[src/rtl/quad_encoder_pkg.sv]
// Shared definitions for the quadrature encoder decoder.
//   ADDR_STATUS / ADDR_ID : fixed register word addresses
//   ID_VALUE              : ID register base, OR'ed with the channel count
//   step_t / decode_step  : classification of one sampled (A,B) transition
package quad_encoder_pkg;

  localparam logic [3:0]  ADDR_STATUS = 4'd8;
  localparam logic [3:0]  ADDR_ID     = 4'd9;
  localparam logic [31:0] ID_VALUE    = 32'h51E0_0000;

  typedef enum logic [1:0] {STEP_NONE, STEP_INC, STEP_DEC, STEP_ERR} step_t;

  // Pin pairs are packed {A,B}. Forward rotation is 00->10->11->01->00.
  function automatic step_t decode_step(input logic [1:0] prev, input logic [1:0] cur);
    step_t s;
    s = STEP_NONE;
    if (prev == cur) begin
      s = STEP_NONE;
    end else if ((prev ^ cur) == 2'b11) begin
      s = STEP_ERR;
    end else begin
      case ({prev, cur})
        4'b00_10, 4'b10_11, 4'b11_01, 4'b01_00: s = STEP_INC;
        default:                                s = STEP_DEC;
      endcase
    end
    return s;
  endfunction

endpackage

[src/rtl/quad_encoder_if.sv]
// Avalon-MM register port of the quadrature encoder decoder.
//   iAVL_ADDRESS / iAVL_READ / iAVL_WRITE / iAVL_WRITE_DATA : master -> slave
//   oAVL_READ_DATA / oAVL_READ_DATAVALID                    : slave -> master
// Handshake: there is no waitrequest, so a read or write strobe is accepted on
// every clock edge where it is high. Read data is registered and returned on
// the following cycle with oAVL_READ_DATAVALID high for exactly that cycle;
// oAVL_READ_DATA then holds until the next read.
interface quad_encoder_if;
  logic [3:0]  iAVL_ADDRESS;
  logic        iAVL_READ;
  logic        iAVL_WRITE;
  logic [31:0] iAVL_WRITE_DATA;
  logic [31:0] oAVL_READ_DATA;
  logic        oAVL_READ_DATAVALID;

  modport master (
    output iAVL_ADDRESS, iAVL_READ, iAVL_WRITE, iAVL_WRITE_DATA,
    input  oAVL_READ_DATA, oAVL_READ_DATAVALID
  );

  modport slave (
    input  iAVL_ADDRESS, iAVL_READ, iAVL_WRITE, iAVL_WRITE_DATA,
    output oAVL_READ_DATA, oAVL_READ_DATAVALID
  );
endinterface

[src/rtl/quad_encoder_channel.sv]
// One quadrature channel: 2-flop synchroniser, history, primed flag,
// wrap-around position counter and sticky error flag.
//   clk_i, rst_n_i : clock, async active-low reset
//   enc_a_i/enc_b_i: raw asynchronous pins
//   tick_i         : sample strobe shared by all channels
//   load_i/load_data_i : register write of the count (wins over a step)
//   clr_err_i      : W1C of the error flag (loses to a new error)
//   count_o, err_o : current count and sticky error
//   step_o         : decoded step of this cycle (debug visibility)
module quad_encoder_channel
  import quad_encoder_pkg::*;
#(
  parameter int pCOUNT_BITS = 16
) (
  input  logic                   clk_i,
  input  logic                   rst_n_i,
  input  logic                   enc_a_i,
  input  logic                   enc_b_i,
  input  logic                   tick_i,
  input  logic                   load_i,
  input  logic [pCOUNT_BITS-1:0] load_data_i,
  input  logic                   clr_err_i,
  output logic [pCOUNT_BITS-1:0] count_o,
  output logic                   err_o,
  output step_t                  step_o
);

  localparam logic [pCOUNT_BITS-1:0] ONE = pCOUNT_BITS'(1);

  logic [1:0]             sync1_q, sync2_q;
  logic [1:0]             hist_q, hist_d;
  logic                   primed_q, primed_d;
  logic [pCOUNT_BITS-1:0] count_q, count_d;
  logic                   err_q, err_d;
  step_t                  step;

  always_comb begin
    step = STEP_NONE;
    // The priming tick only captures history so reset values never decode.
    if (tick_i && primed_q) step = decode_step(hist_q, sync2_q);

    hist_d   = tick_i ? sync2_q : hist_q;
    primed_d = primed_q | tick_i;

    count_d = count_q;
    case (step)
      STEP_INC: count_d = count_q + ONE;
      STEP_DEC: count_d = count_q - ONE;
      default:  count_d = count_q;
    endcase
    if (load_i) count_d = load_data_i;

    err_d = (err_q & ~clr_err_i) | (step == STEP_ERR);
  end

  always_ff @(posedge clk_i or negedge rst_n_i) begin
    if (!rst_n_i) begin
      sync1_q  <= 2'b00;
      sync2_q  <= 2'b00;
      hist_q   <= 2'b00;
      primed_q <= 1'b0;
      count_q  <= '0;
      err_q    <= 1'b0;
    end else begin
      sync1_q  <= {enc_a_i, enc_b_i};
      sync2_q  <= sync1_q;
      hist_q   <= hist_d;
      primed_q <= primed_d;
      count_q  <= count_d;
      err_q    <= err_d;
    end
  end

  assign count_o = count_q;
  assign err_o   = err_q;
  assign step_o  = step;

endmodule

[src/rtl/quad_encoder.sv]
// Multi-channel x4 quadrature decoder with an Avalon-MM register slave.
//   iCLK, iRESETn  : clock, async active-low reset
//   iENC_A, iENC_B : asynchronous encoder pins, one bit per channel
//   avl            : register port (see quad_encoder_if)
// Registers: 0..7 counts (load on write), 8 error flags (W1C), 9 ID.
module quad_encoder
  import quad_encoder_pkg::*;
#(
  parameter int pENCODERS       = 2,
  parameter int pCOUNT_BITS     = 16,
  parameter int pPRESCALER_BITS = 6
) (
  input  logic                 iCLK,
  input  logic                 iRESETn,
  input  logic [pENCODERS-1:0] iENC_A,
  input  logic [pENCODERS-1:0] iENC_B,
  quad_encoder_if.slave        avl
);

  localparam logic [pPRESCALER_BITS-1:0] PS_ONE = pPRESCALER_BITS'(1);

  logic [pPRESCALER_BITS-1:0] prescaler_q;
  logic                       warm_q, warm_d;
  logic                       tick_raw, tick;
  logic [31:0]                rdata_q, rdata_d;
  logic                       rvalid_q;

  logic [pCOUNT_BITS-1:0] cnt [pENCODERS];
  logic [pENCODERS-1:0]   err;
  logic [pENCODERS-1:0]   load;
  logic [pENCODERS-1:0]   clr_err;
  step_t                  step_dbg [pENCODERS];

  // The very first prescaler wrap after reset arrives before the
  // synchronisers hold real pin values, so it is swallowed; the next tick is
  // the priming tick and sees the true pin state.
  assign tick_raw = (prescaler_q == '0);
  assign tick     = tick_raw & warm_q;
  assign warm_d   = warm_q | tick_raw;

  for (genvar g = 0; g < pENCODERS; g++) begin : g_ch
    assign load[g]    = avl.iAVL_WRITE && (avl.iAVL_ADDRESS == 4'(g));
    assign clr_err[g] = avl.iAVL_WRITE && (avl.iAVL_ADDRESS == ADDR_STATUS)
                        && avl.iAVL_WRITE_DATA[g];

    quad_encoder_channel #(.pCOUNT_BITS(pCOUNT_BITS)) u_ch (
      .clk_i       (iCLK),
      .rst_n_i     (iRESETn),
      .enc_a_i     (iENC_A[g]),
      .enc_b_i     (iENC_B[g]),
      .tick_i      (tick),
      .load_i      (load[g]),
      .load_data_i (avl.iAVL_WRITE_DATA[pCOUNT_BITS-1:0]),
      .clr_err_i   (clr_err[g]),
      .count_o     (cnt[g]),
      .err_o       (err[g]),
      .step_o      (step_dbg[g])
    );
  end

  // Read mux samples pre-write register values, so a same-cycle read and
  // write returns the old contents.
  always_comb begin
    rdata_d = rdata_q;
    if (avl.iAVL_READ) begin
      rdata_d = '0;
      for (int i = 0; i < pENCODERS; i++) begin
        if (avl.iAVL_ADDRESS == 4'(i)) rdata_d = 32'(cnt[i]);
      end
      if (avl.iAVL_ADDRESS == ADDR_STATUS) rdata_d = 32'(err);
      if (avl.iAVL_ADDRESS == ADDR_ID)     rdata_d = ID_VALUE | 32'(pENCODERS);
    end
  end

  always_ff @(posedge iCLK or negedge iRESETn) begin
    if (!iRESETn) begin
      prescaler_q <= '0;
      warm_q      <= 1'b0;
      rdata_q     <= '0;
      rvalid_q    <= 1'b0;
    end else begin
      prescaler_q <= prescaler_q + PS_ONE;
      warm_q      <= warm_d;
      rdata_q     <= rdata_d;
      rvalid_q    <= avl.iAVL_READ;
    end
  end

  assign avl.oAVL_READ_DATA      = rdata_q;
  assign avl.oAVL_READ_DATAVALID = rvalid_q;

  // Upper write-data bits beyond the count/flag width carry no meaning.
  logic unused_wdata;
  assign unused_wdata = &{1'b0, avl.iAVL_WRITE_DATA, step_dbg[0]};

endmodule

[src/flat_wrapper.sv]
// flat-port wrapper written by rule: the top's interface ports become plain ports
module quad_encoder_flat import quad_encoder_pkg::*;
#(
  parameter int pENCODERS       = 2,
  parameter int pCOUNT_BITS     = 16,
  parameter int pPRESCALER_BITS = 6
)
  (iCLK, iRESETn, iENC_A, iENC_B, avl_iAVL_ADDRESS, avl_iAVL_READ, avl_iAVL_WRITE, avl_iAVL_WRITE_DATA, avl_oAVL_READ_DATA, avl_oAVL_READ_DATAVALID);
  quad_encoder_if avl_i ();
  input  logic iCLK;
  input  logic iRESETn;
  input  logic [pENCODERS-1:0] iENC_A;
  input  logic [pENCODERS-1:0] iENC_B;
  input wire logic [$bits(avl_i.iAVL_ADDRESS)-1:0] avl_iAVL_ADDRESS;
  input wire logic [$bits(avl_i.iAVL_READ)-1:0] avl_iAVL_READ;
  input wire logic [$bits(avl_i.iAVL_WRITE)-1:0] avl_iAVL_WRITE;
  input wire logic [$bits(avl_i.iAVL_WRITE_DATA)-1:0] avl_iAVL_WRITE_DATA;
  output wire logic [$bits(avl_i.oAVL_READ_DATA)-1:0] avl_oAVL_READ_DATA;
  output wire logic [$bits(avl_i.oAVL_READ_DATAVALID)-1:0] avl_oAVL_READ_DATAVALID;
  assign avl_i.iAVL_ADDRESS = avl_iAVL_ADDRESS;
  assign avl_i.iAVL_READ = avl_iAVL_READ;
  assign avl_i.iAVL_WRITE = avl_iAVL_WRITE;
  assign avl_i.iAVL_WRITE_DATA = avl_iAVL_WRITE_DATA;
  assign avl_oAVL_READ_DATA = avl_i.oAVL_READ_DATA;
  assign avl_oAVL_READ_DATAVALID = avl_i.oAVL_READ_DATAVALID;
  quad_encoder #(.pENCODERS(pENCODERS), .pCOUNT_BITS(pCOUNT_BITS), .pPRESCALER_BITS(pPRESCALER_BITS)) u_core (.iCLK(iCLK), .iRESETn(iRESETn), .iENC_A(iENC_A), .iENC_B(iENC_B), .avl(avl_i));
endmodule
[config.mk]
export PLATFORM = sky130hd
export DESIGN_NAME = quad_encoder_flat
export DESIGN_NICKNAME = d
export VERILOG_FILES = /design/src/rtl/quad_encoder_pkg.sv /design/src/rtl/quad_encoder_if.sv /design/src/rtl/quad_encoder_channel.sv /design/src/rtl/quad_encoder.sv /design/src/flat_wrapper.sv
export SDC_FILE = /design/constraint.sdc
export NUM_CORES = 1
export LEC_CHECK = 0
export ABC_AREA = 1
export BUFFER_PORTS_ARGS = -buffer_cell sky130_fd_sc_hd__buf_4
export CAP_MARGIN = 0
export CELL_PAD_IN_SITES_DETAIL_PLACEMENT = 0
export CELL_PAD_IN_SITES_GLOBAL_PLACEMENT = 1
export CORE_MARGIN = 3
export CORE_UTILIZATION = 45
export CTS_CLUSTER_SIZE = 16
export DETAILED_ROUTE_END_ITERATION = 7
export GPL_TIMING_DRIVEN = 0
export PLACE_DENSITY_LB_ADDON = 0.08
export SKIP_LAST_GASP = 1
export SLEW_MARGIN = 15
export SYNTH_ARGS = -nofsm -noshare
export SYNTH_HDL_FRONTEND = slang
export SYNTH_SLANG_ARGS = --single-unit
[constraint.sdc]
create_clock -name iCLK -period 8.8 [get_ports iCLK]
set_input_delay 0.88 -clock iCLK [delete_from_list [all_inputs] [get_ports iCLK]]
set_output_delay 0.88 -clock iCLK [all_outputs]
set_load 0.01 [all_outputs]
==> Word level (Yosys, flattened, before mapping) <==
Index checks and enable logic that the tools add are counted.
{ "word_totals": {"output_inout_bits": 33, "wordCells": 83, "inputBits": 44, "ff_bits": 88} }
{ "classes": {"mux": 16, "reduce_logical": 13, "eq_ne": 21, "add_sub_neg": 5, "bitwise_logic": 12} }
{ "ops": {"columns": ["operator", "count"], "rows": [
  ["16-bit 2-to-1 mux", 5],
  ["16-bit case mux with 2 select lines", 2],
  ["16-bit by 1-bit adder with 16-bit output (second input constant)", 2],
  ["16-bit by 1-bit subtractor with 16-bit output (second input constant)", 2],
  ["31-bit 2-to-1 mux", 1],
  ["4-bit equality test (second input constant)", 6],
  ["2-bit 2-to-1 mux", 8],
  ["2-bit equality test (second input constant)", 6],
  ["4-bit by 2-bit equality test with 1-bit output (second input constant)", 2],
  ["4-bit by 3-bit equality test with 1-bit output (second input constant)", 2],
  ["4-bit OR reduction", 2],
  ["1-bit logical AND", 7],
  ["6-bit by 1-bit adder with 6-bit output (second input constant)", 1],
  ["6-bit logical NOT", 1],
  ["3-bit nonzero test", 2],
  ["1-bit bitwise OR", 5],
  ["2-bit by 1-bit equality test with 1-bit output (second input constant)", 2],
  ["2-bit equality test", 2],
  ["4-bit by 1-bit equality test with 1-bit output (second input constant)", 1],
  ["4-bit logical NOT", 1],
  ["2-bit bitwise XOR", 2],
  ["1-bit bitwise AND", 3],
  ["1-bit inverter", 2]
]} }

==> Longest topological paths before layout <==
{ "logic_depth": {"word_depth": 9, "depth_mapped": 20, "ltp_nobuf": 20} }

==> Modules after synthesis <==
Synthesis repeated with hierarchy kept, for this count alone.
{ "unflattened": {"hier_cells": 797, "area_unflattened_um2": 5451.5} }
{ "modules_own_cells": {"columns": ["module", "area_per_inst_um2", "n_inst", "cells_each", "seq_area_each_um2"], "rows": [
  ["quad_encoder_channel (u_core.g_ch[1].u_ch)", 2035.7, 1, 321, 600.6],
  ["quad_encoder_channel (u_core.g_ch[0].u_ch)", 1941.9, 1, 291, 600.6],
  ["quad_encoder", 1473.9, 1, 185, 625.6]
]} }

==> Worst setup path after synthesis <==
OpenSTA, ideal clock, no wires.
{ "synth_path": {"path_kind": "register -> register", "startpoint": "register u_core.prescaler_q[0]", "endpoint": "register u_core.g_ch[1].u_ch.count_q[15]", "n_path_buf": 0, "arrival_time_ns": 2.703, "required_time_ns": 8.684, "setup_slack_ns": 5.981, "stages_incl_launch_ff": 19, "setup_ns": 0.116, "synth_period_minus_slack_ns": 2.819, "cell_sequence": "dfrtp_1 > inv_1 > ha_1 > inv_1 > nor2_2 > nand3_2 > nor2_4 > nand3_1 > inv_1 > ha_1 > or2_2 > nand3_1 > nand2_1 > nand2_1 > nand3_1 > nand2_1 > nand3_1 > nand2_1 > nand2_1"} }
{ "synth_between": {"elab_chain_len": 7, "word_cells_on_any_way": 9, "cone_classes": "eq/ne: 2; mux: 3; bitwise: 1; reduce/logical: 3"} }
{ "synth_rtl": {"columns": ["item", "line", "rtl"], "rows": [
  ["start: declaration", "quad_encoder.sv:22", "logic [pPRESCALER_BITS-1:0] prescaler_q;"],
  ["start signal: assignment", "quad_encoder.sv:82", "prescaler_q <= prescaler_q + PS_ONE;"],
  ["6-bit logical NOT (*)", "quad_encoder.sv:37", "assign tick_raw = (prescaler_q == '0);"],
  ["1-bit bitwise AND (*)", "quad_encoder.sv:38", "assign tick = tick_raw & warm_q;"],
  ["1-bit logical AND (*)", "quad_encoder_channel.sv:40", "if (tick_i && primed_q) step = decode_step(hist_q, sync2_q);"],
  ["2-bit 2-to-1 mux (*)", "quad_encoder_channel.sv:40", null],
  ["2-bit equality test / 2-bit by 1-bit equality test with 1-bit output (equally long branches)", "quad_encoder_channel.sv:46", "case (step)"],
  ["16-bit case mux with 2 select lines", "quad_encoder_channel.sv:46", null],
  ["16-bit 2-to-1 mux", "quad_encoder_channel.sv:51", "if (load_i) count_d = load_data_i;"],
  ["end signal: assignment", "quad_encoder_channel.sv:69", "count_q <= count_d;"],
  ["end: declaration", "quad_encoder_channel.sv:33", "logic [pCOUNT_BITS-1:0] count_q, count_d;"]
]} }
Mark *: on every way between the ends. The rest lies on a longest branch, timed or not.
A chain may end at the register's enable or synchronous reset.

==> Worst setup path after layout <==
{ "layout_path": {"startpoint": "register u_core.prescaler_q[0]", "endpoint": "register u_core.g_ch[1].u_ch.count_q[5]"} }
Same word-level chain as after synthesis.

==> impl_results.md <==
- R2r endpoint: u_core.g_ch[1].u_ch.count_o[5]
- Setup repair after global routing missed its margin: false
- Worst-Margin Slew: 0.966 ns
- Clk_skew: 0.00933 ns
- Post-DP HPWL: 11.1 mm
- Routability Congestion: 0.886
- Multi-input combinational cell area: 0.00286 mm^2
- DP Cell Count: 910
- Post-CTS sizing: 0
- CP Capture Type: flop
- CP arrival: 3.65 ns
- Syn Std Cell Area: 0.00511 mm^2
- GR Util All Layers: 0.227
- WP depth: 16
- Vias per cell: 5.14
- Sequential cell area: 0.00183 mm^2
- Fin crit share: 0.390
- Num rows: 38
- Worst slew margin: 0.356
- Final Non-Filler Cells: 926
- Distinct cells, synth: 38
- Mean post-synth cell area: 7.19 um^2
- CTS tree: yes
- Final worst slack: 5.37 ns
- R2R Setup Slk: 5.37 ns
- Hold path depth: 0
- Slowest CP cell: inv_1
- Clock Path Buffers: 2
- CP required: 9.01 ns
- Sequential fraction of the synthesis area: 0.358
- CTS Sinks: 73
- CP top delay family: simple AND/OR/NAND/NOR gates
- Hold Fails Final Rpt: 0
- F_max: 0.292 GHz
- Antenna Cells: 0
- Die footprint: 0.0127 mm^2
- CTS clk-pin slew, worst paths: 0.06 ns
- Die Wd: 113 um
- WL final: 14.1 mm
- Gr ovfl total: 0
- Worst VDD drop: 0.122 mV
- Clk root buf: clkbuf_16
- Layout cells sized above 1: 0.141
- Worst-Skew Late Latency: 0.34 ns
- IO Port Bufs: 50
- Synth Register Bits: 73
- Initial antenna violation count: 0
- Final setup vio count: 0
- Core region area: 0.0110 mm^2
- Worst Path Buf+Inv: 3
- PD cells: 171 mW/mm^2
- Max Cap Violations: 0
- CTS H-Tree Depth: 3
- Post-CTS Hold Fix Bufs: 0
- Largest net degree at the start of global routing: 74
- Die H: 113 um
- Routed length per instance: 15.2 um
- Slowest stage delay, CP: 0.51 ns
- DRC: 0
- Crit path to: u_core.g_ch[1].u_ch.count_o[5]
- CP max FO: 15
- R2R Path Start: u_core.prescaler_q[0]
- Hold Crit Class: flop to flop
- TritonCTS Buffers: 9
- R2R depth: 16
- Routed via count: 4764
- Final net count: 857
- FILL cells: 1091
- Yosys Warn Count: 0
- Final min period: 3.43 ns
- First-pass GRT wire length: 22.8 mm
- Outcome: complete, no violations
- Mapped Cells: 711
- CP Launch Type: flop
- Beginning of the critical path: u_core.prescaler_q[0]
- Routed Antenna Nets: 0
- DR iter-0 viols: 314
- Io pins: 77
- Number of global-route vias before repair: 4624
- Worst path cell trace: inv_1 -> ha_1 -> inv_1 -> nor2_2 -> nand3_2 -> nor2_4 -> nand3_1 -> inv_1 -> ha_1 -> or2_2 -> nand2_1 -> o21bai_1 -> xnor2_1 -> nand2_1 -> o211ai_1 -> nand2_1
- Post-CTS setup buffers: 0
- Final Total Pwr: 0.00103 W
- First-pass DRT Iterations: 6
- Layout area overhead: 17.4%
- Crit path kind: flop to flop
- Initial cell density of the core: 0.465
- Max-slew violation count: 0
- Worst slack at placement: 5.39 ns
- Leakage power: 3.20 nW
- Setup TNS: 0 ns
==> per-stage QoR <==
stage	utilization	hold WS (ns)	area, um^2
finish	0.546	0.356	6000
global placement	0.518	0.341	5690
detailed placement	0.518	0.342	5690
CTS	0.546	0.360	6000
global route	0.546	0.361	6000
floorplan	-	0.331	5140
==> area by class of cell <==
| cell class | count | area share |
|---|---|---|
| multi-input combinational | 546 | 0.477 |
| sequential | 73 | 0.305 |
| timing repair buffer | 50 | 0.0626 |
| inverter | 71 | 0.0444 |
| clock buffer | 11 | 0.0405 |
| buffer | 30 | 0.0315 |
| tap | 140 | 0.0292 |
| clock inverter | 5 | 0.0104 |
==> flip-flops by register name (all words and copies together) (netlist names) <==
| name | flops |
|---|---|
| u_core.g_ch.u_ch.count_o | 32 |
| u_core.avl.oAVL_READ_DATA | 17 |
| u_core.prescaler_q | 6 |
| u_core.g_ch.u_ch.hist_q | 4 |
| u_core.g_ch.u_ch.sync1_q | 4 |
| u_core.g_ch.u_ch.sync2_q | 4 |
| u_core.g_ch.u_ch.err_o | 2 |
| u_core.g_ch.u_ch.primed_q | 2 |
| u_core.avl.oAVL_READ_DATAVALID | 1 |
| u_core.warm_q | 1 |
==> layer usage <==
metal,part of all wire,GRT usage,up-vias,routed length [um]
met5,0,0,-,0
met4,0.024,0.0785,0,340
met3,0.056,0.0367,20,791
met2,0.43,0.348,136,6080
met1,0.49,0.326,2181,6880
li1,-,-,2427,-
==> kinds of logic (layout without fill, tap and decap cells) <==
group	count (synthesis)	after routing	share of synthesized area
XOR/XNOR	22	22	0.0377
buffers and inverters	101	167	0.0891
adder cells (fa/ha/maj)	32	32	0.0813
AO/OA/AOI/OAI	93	93	0.109
other	1	10	0.000734
AND/OR/NAND/NOR	389	389	0.325
flip-flops	73	73	0.358
==> cells in the mapped netlist, drive strengths merged <==
master	number	area (um^2)
a21o	1	7.51
a21oi	27	150
a221oi	1	8.76
a31oi	12	75.1
buf	22	159
clkbuf	8	30.0
conb	1	3.75
dfrtp	73	1830
fa	2	40.0
ha	30	375
inv	71	267
nand2	247	932
nand3	63	330
nand3b	4	30.0
nand4	4	40.0
nor2	59	259
nor3	6	30.0
o211ai	4	30.0
o21a	2	15.0
o21ai	30	150
o21bai	4	30.0
o22ai	1	6.26
o31ai	11	82.6
or2	6	37.5
xnor2	13	114
xor2	9	78.8
==> worst min path at each step <==
stage                                        start                        endpoint  slack, ns
finish              u_core.g_ch[1].u_ch.sync1_q[0]  u_core.g_ch[1].u_ch.sync2_q[0]       0.36
global route        u_core.g_ch[1].u_ch.sync1_q[0]  u_core.g_ch[1].u_ch.sync2_q[0]       0.36
CTS                 u_core.g_ch[1].u_ch.sync1_q[0]  u_core.g_ch[1].u_ch.sync2_q[0]       0.36
detailed placement  u_core.g_ch[0].u_ch.sync1_q[0]  u_core.g_ch[0].u_ch.sync2_q[0]       0.34
global placement    u_core.g_ch[1].u_ch.sync1_q[1]  u_core.g_ch[1].u_ch.sync2_q[1]       0.34
floorplan           u_core.g_ch[0].u_ch.sync1_q[0]  u_core.g_ch[0].u_ch.sync2_q[0]       0.33
==> layout by cell type (no fill, tap or decap), types with 4 or more instances in the layout <==
| master | n |
|---|---|
| nand3_1 | 60 |
| nand2_1 | 245 |
| nor2_4 | 4 |
| o21ai_0 | 27 |
| nor3_1 | 6 |
| buf_2 | 4 |
| or2_2 | 5 |
| nand3b_1 | 4 |
| o211ai_1 | 4 |
| o31ai_1 | 11 |
| a31oi_1 | 12 |
| inv_2 | 4 |
| nor2_1 | 52 |
| xor2_1 | 9 |
| a21oi_1 | 25 |
| buf_4 | 67 |
| inv_1 | 67 |
| dfrtp_1 | 73 |
| clkbuf_16 | 9 |
| xnor2_1 | 13 |
| clkbuf_1 | 9 |
| o21bai_1 | 4 |
| conb_1 | 10 |
| ha_1 | 30 |
==> report_power, final <==
| group | switching (W) | internal (W) | total, W |
|---|---|---|---|
| Combinational | 0.000134 | 0.0000969 | 0.000231 |
| Sequential | 0.0000441 | 0.000378 | 0.000422 |
| Clock | 0.000146 | 0.000229 | 0.000375 |
No activity file was read; power rests on OpenSTA's default activity.
